==> src/rtl/fetch_pkg.sv <==
// Shared types and widths for the instruction fetch controller.
package fetch_pkg;

  localparam int unsigned INSTR_W         = 32;
  localparam int unsigned ADDR_W          = 32;
  localparam int unsigned DEFAULT_PC_STEP = 4;

  typedef enum logic [1:0] {
    S_REQ   = 2'd0,
    S_WAIT  = 2'd1,
    S_HOLD  = 2'd2,
    S_DRAIN = 2'd3
  } fetch_state_t;

endpackage

==> src/rtl/fetch_ctrl_if.sv <==
// Fetch-side bus bundle: branch redirect, instruction-memory handshake and decode hand-off.
interface fetch_ctrl_if;
  import fetch_pkg::*;

  logic                redirect_valid;
  logic [ADDR_W-1:0]   redirect_base;
  logic [ADDR_W-1:0]   redirect_imm;
  logic                imem_req_valid;
  logic                imem_req_ready;
  logic [ADDR_W-1:0]   imem_req_addr;
  logic                imem_resp_valid;
  logic [INSTR_W-1:0]  imem_resp_data;
  logic                instr_valid;
  logic [INSTR_W-1:0]  instr_data;
  logic [ADDR_W-1:0]   instr_pc;
  logic                decode_ready;

  modport master (
    input  redirect_valid, redirect_base, redirect_imm,
    input  imem_req_ready, imem_resp_valid, imem_resp_data, decode_ready,
    output imem_req_valid, imem_req_addr, instr_valid, instr_data, instr_pc
  );

  modport slave (
    output redirect_valid, redirect_base, redirect_imm,
    output imem_req_ready, imem_resp_valid, imem_resp_data, decode_ready,
    input  imem_req_valid, imem_req_addr, instr_valid, instr_data, instr_pc
  );
endinterface

==> src/rtl/fetch_ctrl_pc_next.sv <==
// Combinational next-PC select: redirect target (word aligned), sequential step, or hold.
module pc_next
  import fetch_pkg::*;
#(
  parameter int unsigned PC_STEP = DEFAULT_PC_STEP
) (
  input  logic [ADDR_W-1:0] pc,
  input  logic              advance,
  input  logic              redirect_valid,
  input  logic [ADDR_W-1:0] redirect_base,
  input  logic [ADDR_W-1:0] redirect_imm,
  output logic [ADDR_W-1:0] next_pc
);

  logic [ADDR_W-1:0] target;

  always_comb begin
    target  = redirect_base + redirect_imm;
    next_pc = pc;
    if (redirect_valid) begin
      next_pc = {target[ADDR_W-1:2], 2'b00};
    end else if (advance) begin
      next_pc = pc + ADDR_W'(PC_STEP);
    end
  end

endmodule

==> src/rtl/fetch_ctrl.sv <==
// Instruction fetch sequencer: owns the PC, one outstanding imem request, squashes on redirect.
// Optional FETCH_PERF_EN adds fetch_count / squash_count performance counters.
module fetch_ctrl
  import fetch_pkg::*;
#(
  parameter logic [ADDR_W-1:0] RESET_PC = 32'h0000_0000,
  parameter int unsigned       PC_STEP  = DEFAULT_PC_STEP
) (
  input  logic          clk,
  input  logic          rst,
  fetch_ctrl_if.master  bus
`ifdef FETCH_PERF_EN
  ,
  output logic [31:0]   fetch_count,
  output logic [31:0]   squash_count
`endif
);

  fetch_state_t        state, state_n;
  logic [ADDR_W-1:0]   pc, pc_n;
  logic [INSTR_W-1:0]  instr_data_q;
  logic [ADDR_W-1:0]   instr_pc_q;
  logic                handshake;
  logic                advance;
  logic                capture;
  logic                consume;
  logic                squash;

  pc_next #(.PC_STEP(PC_STEP)) u_pc_next (
    .pc             (pc),
    .advance        (advance),
    .redirect_valid (bus.redirect_valid),
    .redirect_base  (bus.redirect_base),
    .redirect_imm   (bus.redirect_imm),
    .next_pc        (pc_n)
  );

  always_comb begin
    bus.imem_req_valid = (state == S_REQ);
    bus.imem_req_addr  = pc;
    bus.instr_valid    = (state == S_HOLD);
    bus.instr_data     = instr_data_q;
    bus.instr_pc       = instr_pc_q;
  end

  always_comb begin
    state_n   = state;
    handshake = (state == S_REQ) && bus.imem_req_ready;
    advance   = (state == S_HOLD) && bus.decode_ready;
    capture   = (state == S_WAIT) && bus.imem_resp_valid && !bus.redirect_valid;
    consume   = advance && !bus.redirect_valid;
    // Any redirect that lands while something is fetched or held throws that work away.
    squash    = bus.redirect_valid &&
                (((state == S_REQ) && bus.imem_req_ready) ||
                 (state == S_WAIT) || (state == S_HOLD));
    unique case (state)
      S_REQ: begin
        if (handshake) state_n = bus.redirect_valid ? S_DRAIN : S_WAIT;
      end
      S_WAIT: begin
        if (bus.redirect_valid) state_n = bus.imem_resp_valid ? S_REQ : S_DRAIN;
        else if (bus.imem_resp_valid) state_n = S_HOLD;
      end
      S_HOLD: begin
        if (bus.redirect_valid || bus.decode_ready) state_n = S_REQ;
      end
      S_DRAIN: begin
        if (bus.imem_resp_valid) state_n = S_REQ;
      end
      default: state_n = S_REQ;
    endcase
  end

  always_ff @(posedge clk) begin
    if (!rst) begin
      state        <= S_REQ;
      pc           <= RESET_PC;
      instr_data_q <= '0;
      instr_pc_q   <= '0;
    end else begin
      state <= state_n;
      pc    <= pc_n;
      if (capture) begin
        instr_data_q <= bus.imem_resp_data;
        instr_pc_q   <= pc;
      end
    end
  end

`ifdef FETCH_PERF_EN
  always_ff @(posedge clk) begin
    if (!rst) begin
      fetch_count  <= '0;
      squash_count <= '0;
    end else begin
      if (consume) fetch_count  <= fetch_count + 32'd1;
      if (squash)  squash_count <= squash_count + 32'd1;
    end
  end
`else
  logic unused_flags;
  assign unused_flags = consume ^ squash;
`endif

endmodule

==> src/flat_wrapper.sv <==
// flat-port wrapper written by rule: the top's interface ports become plain ports
module fetch_ctrl_flat import fetch_pkg::*;
#(
  parameter logic [ADDR_W-1:0] RESET_PC = 32'h0000_0000,
  parameter int unsigned       PC_STEP  = DEFAULT_PC_STEP
)
  (clk, rst, bus_redirect_valid, bus_redirect_base, bus_redirect_imm, bus_imem_req_ready, bus_imem_resp_valid, bus_imem_resp_data, bus_decode_ready, bus_imem_req_valid, bus_imem_req_addr, bus_instr_valid, bus_instr_data, bus_instr_pc);
  fetch_ctrl_if bus_i ();
  input  logic clk;
  input  logic rst;
  input wire logic [$bits(bus_i.redirect_valid)-1:0] bus_redirect_valid;
  input wire logic [$bits(bus_i.redirect_base)-1:0] bus_redirect_base;
  input wire logic [$bits(bus_i.redirect_imm)-1:0] bus_redirect_imm;
  input wire logic [$bits(bus_i.imem_req_ready)-1:0] bus_imem_req_ready;
  input wire logic [$bits(bus_i.imem_resp_valid)-1:0] bus_imem_resp_valid;
  input wire logic [$bits(bus_i.imem_resp_data)-1:0] bus_imem_resp_data;
  input wire logic [$bits(bus_i.decode_ready)-1:0] bus_decode_ready;
  output wire logic [$bits(bus_i.imem_req_valid)-1:0] bus_imem_req_valid;
  output wire logic [$bits(bus_i.imem_req_addr)-1:0] bus_imem_req_addr;
  output wire logic [$bits(bus_i.instr_valid)-1:0] bus_instr_valid;
  output wire logic [$bits(bus_i.instr_data)-1:0] bus_instr_data;
  output wire logic [$bits(bus_i.instr_pc)-1:0] bus_instr_pc;
  assign bus_i.redirect_valid = bus_redirect_valid;
  assign bus_i.redirect_base = bus_redirect_base;
  assign bus_i.redirect_imm = bus_redirect_imm;
  assign bus_i.imem_req_ready = bus_imem_req_ready;
  assign bus_i.imem_resp_valid = bus_imem_resp_valid;
  assign bus_i.imem_resp_data = bus_imem_resp_data;
  assign bus_i.decode_ready = bus_decode_ready;
  assign bus_imem_req_valid = bus_i.imem_req_valid;
  assign bus_imem_req_addr = bus_i.imem_req_addr;
  assign bus_instr_valid = bus_i.instr_valid;
  assign bus_instr_data = bus_i.instr_data;
  assign bus_instr_pc = bus_i.instr_pc;
  fetch_ctrl #(.RESET_PC(RESET_PC), .PC_STEP(PC_STEP)) u_core (.clk(clk), .rst(rst), .bus(bus_i));
endmodule
==> config.mk <==
export PLATFORM = sky130hd
export DESIGN_NAME = fetch_ctrl_flat
export DESIGN_NICKNAME = d
export VERILOG_FILES = /design/src/rtl/fetch_pkg.sv /design/src/rtl/fetch_ctrl_if.sv /design/src/rtl/fetch_ctrl_pc_next.sv /design/src/rtl/fetch_ctrl.sv /design/src/flat_wrapper.sv
export SDC_FILE = /design/constraint.sdc
export NUM_CORES = 1
export LEC_CHECK = 0
export ABC_AREA = 1
export CELL_PAD_IN_SITES_DETAIL_PLACEMENT = 0
export CELL_PAD_IN_SITES_GLOBAL_PLACEMENT = 1
export CORE_UTILIZATION = 32
export DETAILED_ROUTE_END_ITERATION = 12
export GPL_ROUTABILITY_DRIVEN = 0
export PLACE_DENSITY = 0.8
export SLEW_MARGIN = 20
export SYNTH_ARGS = -nofsm -noshare
export SYNTH_HDL_FRONTEND = slang
export SYNTH_SLANG_ARGS = --single-unit
==> constraint.sdc <==
create_clock -name clk -period 2.2 [get_ports clk]
set_clock_uncertainty 0.15 [all_clocks]
set_input_delay 0.44 -clock clk [delete_from_list [all_inputs] [get_ports clk]]
set_output_delay 0.44 -clock clk [all_outputs]
set_load 0.01 [all_outputs]
==> impl_metrics.yaml, run 1 <==
outcome:
  status: "finished clean"
logic_synthesis:
  yosys.area.top_type: "dfxtp_1"
  ys_seq_area_frac: 0.283
  synthTopCellsByArea: "dfxtp_1, nand2_1, inv_1"
  synthCells: 1123
  synth_edf_count: 0
  yosys_warnings: 0
  synth_area_per_cell_um2: 5.93
  synth_flop_cell: "dfxtp_1"
  synth_top_area_share: 0.283
  async_flop_share: 0
  synth_cell_type_count: 41
  syn_area_um2: 6660
  ys_seq_elements: 94
finish:
  mostFrequentLayoutCell: "nand2_1"
  fin_nets: 1530
  diodes: 0
  multi_input_area_um2: 4500
  seq_area_um2: 1880
  drive_above_1_share: 0.159
  fillCellCount: 2111
  layout_common_cells: "nand2_1, inv_1, clkdlybuf4s50_1, nor2_1, o21ai_0"
  synthToLayoutAreaGrowth_pct: 57.7
  fin_cells: 1672
route:
  vias: 7807
  via_per_inst: 4.67
  first_pass_iters: 6
  drcViolationCount: 0
  ant_nets: 0
  wl_um: 23300
  post_drt_wl_per_cell_um: 13.9
  drt_iter0_drc: 372
grt:
  grt_pass1_wl_um: 36900
  antenna_found_initial: 0
  grt_pass1_vias: 7287
  grt_overflow: 0
  grt.total_usage: 0.215
  grt_max_degree: 47
sta:
  setup_viol: 0
  drv_slew: 0
  period_share: 0.962
  rsz0062_at_grt: "yes"
  period_minus_slack_ns: 2.12
  fmax_mhz: 472
  hold_viol: 0
  setup_tns_ns: 0
floorplanning:
  io_pins: 200
  dieArea_um2: 21400
  initial_core_util: 0.328
  die_w_um: 146
  core_um2: 20300
  die_h_um: 146
  rows: 52
placement:
  port_buffers: 195
  dp_hpwl_um: 18600
  dp.cells: 1647
clock_tree:
  numCtsBuffers: 9
  insertion_delay_ns: 0.35
  clk_transition_reported_paths_ns: 0.07
  cts_root_buf: "clkbuf_16"
  cts_tree: "built"
  cts.htree.levels: 3
  cts.sinks: 94
  cts_buffer_depth: 2
  holdBufCountCts: 0
min_path:
  hp-class: "primary input to register"
setup_path:
  slowest_stage: "clkdlybuf4s50_1"
  crit_family: "buffers and inverters"
  cp.arrival_ns: 1.53
  path_max_fanout: 5
  cpPeakStageDelay_ns: 0.61
  critical_path.startpoint_type: "register"
  critical_path_class: "register to output port"
  cp.required_ns: 1.61
  critPathBufInv: 1
  cp-end-kind: "output port"
  rrSetupSlack_ns: 0.20
  crit_chain: "nor2_1 -> clkdlybuf4s50_1"
power_and_ir_drop:
  max-vdd-ir-drop_mv: 0.429
  power_density_nw_per_um2: 564
  p_leak_nw: 5.03
flow_run:
  cap_violations: 0
[worst reg2reg max path: stages (launching register included)]
cell and delay (ns):
dfxtp_1 0.43, ha_1 0.20, nand2_1 0.13, nor2_2 0.21, nand4_2 0.17, nor2_4 0.23
nand3_1 0.10, nand2_1 0.07, nand3_1 0.08, nand2_1 0.07, nor2_1 0.04
[per-layer routing]
metal	GRT usage	wire length (um)	up-vias
li1	-	-	4107
met1	0.282	10900	3447
met2	0.363	10800	226
met3	0.0319	1170	27
met4	0.0615	429	0
met5	0	0	-
[metrics by stage]
step / util / hold slack, ns / instance area, um2 / power [mW] / setup WS (ns)
global placement: 0.468 / 0.312 / 9500 / 4.11 / -0.434
detailed placement: 0.468 / 0.321 / 9500 / 4.12 / -0.405
CTS: 0.485 / 0.331 / 9840 / 5.79 / 0.00150
global route: 0.517 / 0.356 / 10500 / 6.28 / -0.0202
floorplan: - / 0.350 / 6670 / 3.06 / 0.331
finish: 0.517 / 0.332 / 10500 / 5.92 / 0.0834
[area by class of cell]
type | count | area share
inverters | 172 | 0.0615
repair buffers | 295 | 0.269
well taps | 270 | 0.0322
multi-input cells | 825 | 0.429
clock inverters | 4 | 0.00524
clock buffers | 12 | 0.0244
flip-flops and latches | 94 | 0.179
[state kept, by name, indices dropped and copies added (netlist names)]
| register | flops |
|---|---|
| u_core.state | 2 |
| u_core.bus.instr_data | 32 |
| u_core.bus.instr_pc | 30 |
| u_core.bus.imem_req_addr | 30 |
[worst paths after layout]
| kind | start | endpoint | cells past startpoint |
|---|---|---|---|
| setup / recovery | u_core.state[1]$_SDFFE_PN0P_ | bus_imem_req_valid | 2 |
| hold / removal | rst | u_core.bus.imem_req_addr[27]$_SDFFE_PN0P_ | 3 |
| setup reg to reg | u_core.bus.imem_req_addr[2]$_SDFFE_PN0P_ | u_core.bus.imem_req_addr[24]$_SDFFE_PN0P_ | 10 |
| hold reg to reg | u_core.bus.instr_data[13]$_SDFFE_PN0P_ | u_core.bus.instr_data[13]$_SDFFE_PN0P_ | 2 |
[cell usage after synthesis, types with 8 or more instances]
cell type / instances
a21oi_1: 66
o21ai_0: 98
inv_1: 170
nand3_1: 75
buf_2: 9
dfxtp_1: 94
clkbuf_1: 18
nand4_1: 16
nand2_1: 300
a31oi_1: 8
nor3_1: 12
ha_1: 31
nor2_1: 170
[cell families (layout without fill, tap and decap cells)]
family,after synthesis,after routing,share of synthesized area
other,1,4,0.000563
adder cells (fa/ha/maj),31,31,0.0583
flip-flops,94,94,0.283
XOR/XNOR,8,8,0.0105
AO/OA/AOI/OAI,187,187,0.149
buffers and inverters,207,483,0.124
AND/OR/NAND/NOR,595,595,0.375
[report_power, final]
group / internal [mW] / total (mW) / switching (mW) / leakage [nW]
registers: 1.87 / 2.02 / 0.150 / 0.768
clock network: 0.948 / 1.65 / 0.701 / 0.149
logic: 1.09 / 2.24 / 1.15 / 4.11
total: 3.92 / 5.92 / 2.00 / 5.03
[what timing repair did]
action / in CTS / in global routing
pin swaps: 1 / 34
endpoints found under the setup margin: 5 / 25
gates resized for setup: 6 / 127
buffers inserted: 0 / 9
(Power assumes the default switching activity.)
==> run 2: changes to the inputs <==
- CORE_MARGIN: not set -> 3
- RECOVER_POWER: not set -> 100
==> impl_metrics.yaml, run 2 (same netlist as run 1, synthesis figures left out) <==
setup_path:
  cp.arrival_ns: 1.52
  cp.required_ns: 1.61
  critical_path_class: "register to output port"
  crit_chain: "clkdlybuf4s50_1"
  critical_path.startpoint_type: "register"
  critPathBufInv: 1
  slowest_stage: "clkdlybuf4s50_1"
  rrSetupSlack_ns: 0.22
  cp-end-kind: "output port"
  cpPeakStageDelay_ns: 0.65
  path_max_fanout: 6
  crit_family: "buffers and inverters"
finish:
  drive_above_1_share: 0.153
  fin_nets: 1514
  largest_register_ffs: 32
  synthToLayoutAreaGrowth_pct: 54.4
  fin_cells: 1655
  mostFrequentLayoutCell: "nand2_1"
  layout_common_cells: "nand2_1, inv_1, nor2_1, o21ai_0, clkdlybuf4s50_1"
  diodes: 0
route:
  first_pass_iters: 5
  ant_nets: 0
  wl_um: 23100
  drcViolationCount: 0
  post_drt_wl_per_cell_um: 14.0
  via_per_inst: 4.71
  drt_iter0_drc: 362
  vias: 7799
grt:
  grt_pass1_vias: 7091
  grt_overflow: 0
  grt_max_degree: 54
  antenna_found_initial: 0
  grt.total_usage: 0.197
  grt_pass1_wl_um: 35900
power_and_ir_drop:
  power_density_nw_per_um2: 569
  p_leak_nw: 5.04
  max-vdd-ir-drop_mv: 0.345
floorplanning:
  rows: 52
  initial_core_util: 0.327
  core_um2: 20400
  die_w_um: 150
  io_pins: 200
  dieArea_um2: 22600
  die_h_um: 150
clock_tree:
  cts_tree: "built"
  cts.htree.levels: 3
  insertion_delay_ns: 0.35
  cts_root_buf: "clkbuf_16"
  post_cts_buffers: 0
  cts_buffer_depth: 2
  clk_transition_reported_paths_ns: 0.07
  cts.sinks: 94
  holdBufCountCts: 0
  numCtsBuffers: 9
outcome:
  status: "finished clean"
placement:
  dp.cells: 1640
  dp_hpwl_um: 18800
  port_buffers: 195
sta:
  fmax_mhz: 475
  whs_ns: 0.326
  setup_tns_ns: 0
  setup_viol: 0
  period_minus_slack_ns: 2.11
  rsz0062_at_grt: "yes"
  tightest_slew_ns: 0.579
  relSlewSlack: 0.614
  period_share: 0.957
  drv_slew: 0
  hold_viol: 0
flow_run:
  cap_violations: 0
min_path:
  hp-class: "register to register"
==> run 2: cell types whose count changed in the layout (fill, tap and decap cells not counted), moves of 4 or more <==
cell and change:
a21oi_1 -8, a21oi_2 +8, buf_4 -17, clkdlybuf4s50_1 -70, dlygate4sd3_1 +84, dlymetal6s2s_1 -15, ha_4 -4, nand2_1 +4
nand2_2 -4, nor2_4 -4
==> run 2: layout make-up <==
type	instances	area (um2)
fill	2132	10100
timing repair buffer	279	2640
clock buffer	10	229
tap	270	338
multi-input combinational	825	4460
sequential	94	1880
clock inverter	5	82.6
inverter	172	646
==> run 2: what timing repair did <==
item	4_1_cts	5_1_grt
hold endpoints to repair	0	0
gates resized for setup	8	114
pin swaps	0	21
setup endpoints to repair	4	24
==> run 2: routing by layer <==
metal	track usage	share of wire
met2	0.337	0.47
met1	0.260	0.46
met3	0.0319	0.059
met5	0	0
met4	0.0489	0.015
==> run 2: power breakdown <==
group	total [mW]	leakage (nW)	internal (mW)	switching (mW)
clock network	1.69	0.153	0.997	0.693
logic	2.13	4.12	1.00	1.13
registers	2.02	0.769	1.87	0.149
total	5.84	5.04	3.87	1.97
==> run 2: per-stage QoR <==
| step | util | cell area [um2] | power, mW | setup WS, ns |
|---|---|---|---|---|
| 5_1_grt | 0.505 | 10300 | 6.20 | -0.0746 |
| 4_1_cts | 0.481 | 9800 | 5.82 | 0.0100 |
| 6_report | 0.505 | 10300 | 5.84 | 0.0949 |
| 2_1_floorplan | - | 6670 | 3.06 | 0.331 |
| 3_3_place_gp | 0.464 | 9440 | 4.10 | -0.410 |
| 3_5_place_dp | 0.464 | 9440 | 4.11 | -0.417 |
==> run 2: worst paths after layout <==
check / start / endpoint / cells after the start
hold reg to reg: u_core.bus.instr_data[2]$_SDFFE_PN0P_ / u_core.bus.instr_data[2]$_SDFFE_PN0P_ / 2
setup / recovery: u_core.bus.imem_req_addr[20]$_SDFFE_PN0P_ / bus_imem_req_addr[20] / 1
hold / removal: u_core.bus.instr_data[2]$_SDFFE_PN0P_ / u_core.bus.instr_data[2]$_SDFFE_PN0P_ / 2
setup reg to reg: u_core.bus.imem_req_addr[8]$_SDFFE_PN0P_ / u_core.bus.imem_req_addr[26]$_SDFFE_PN0P_ / 9
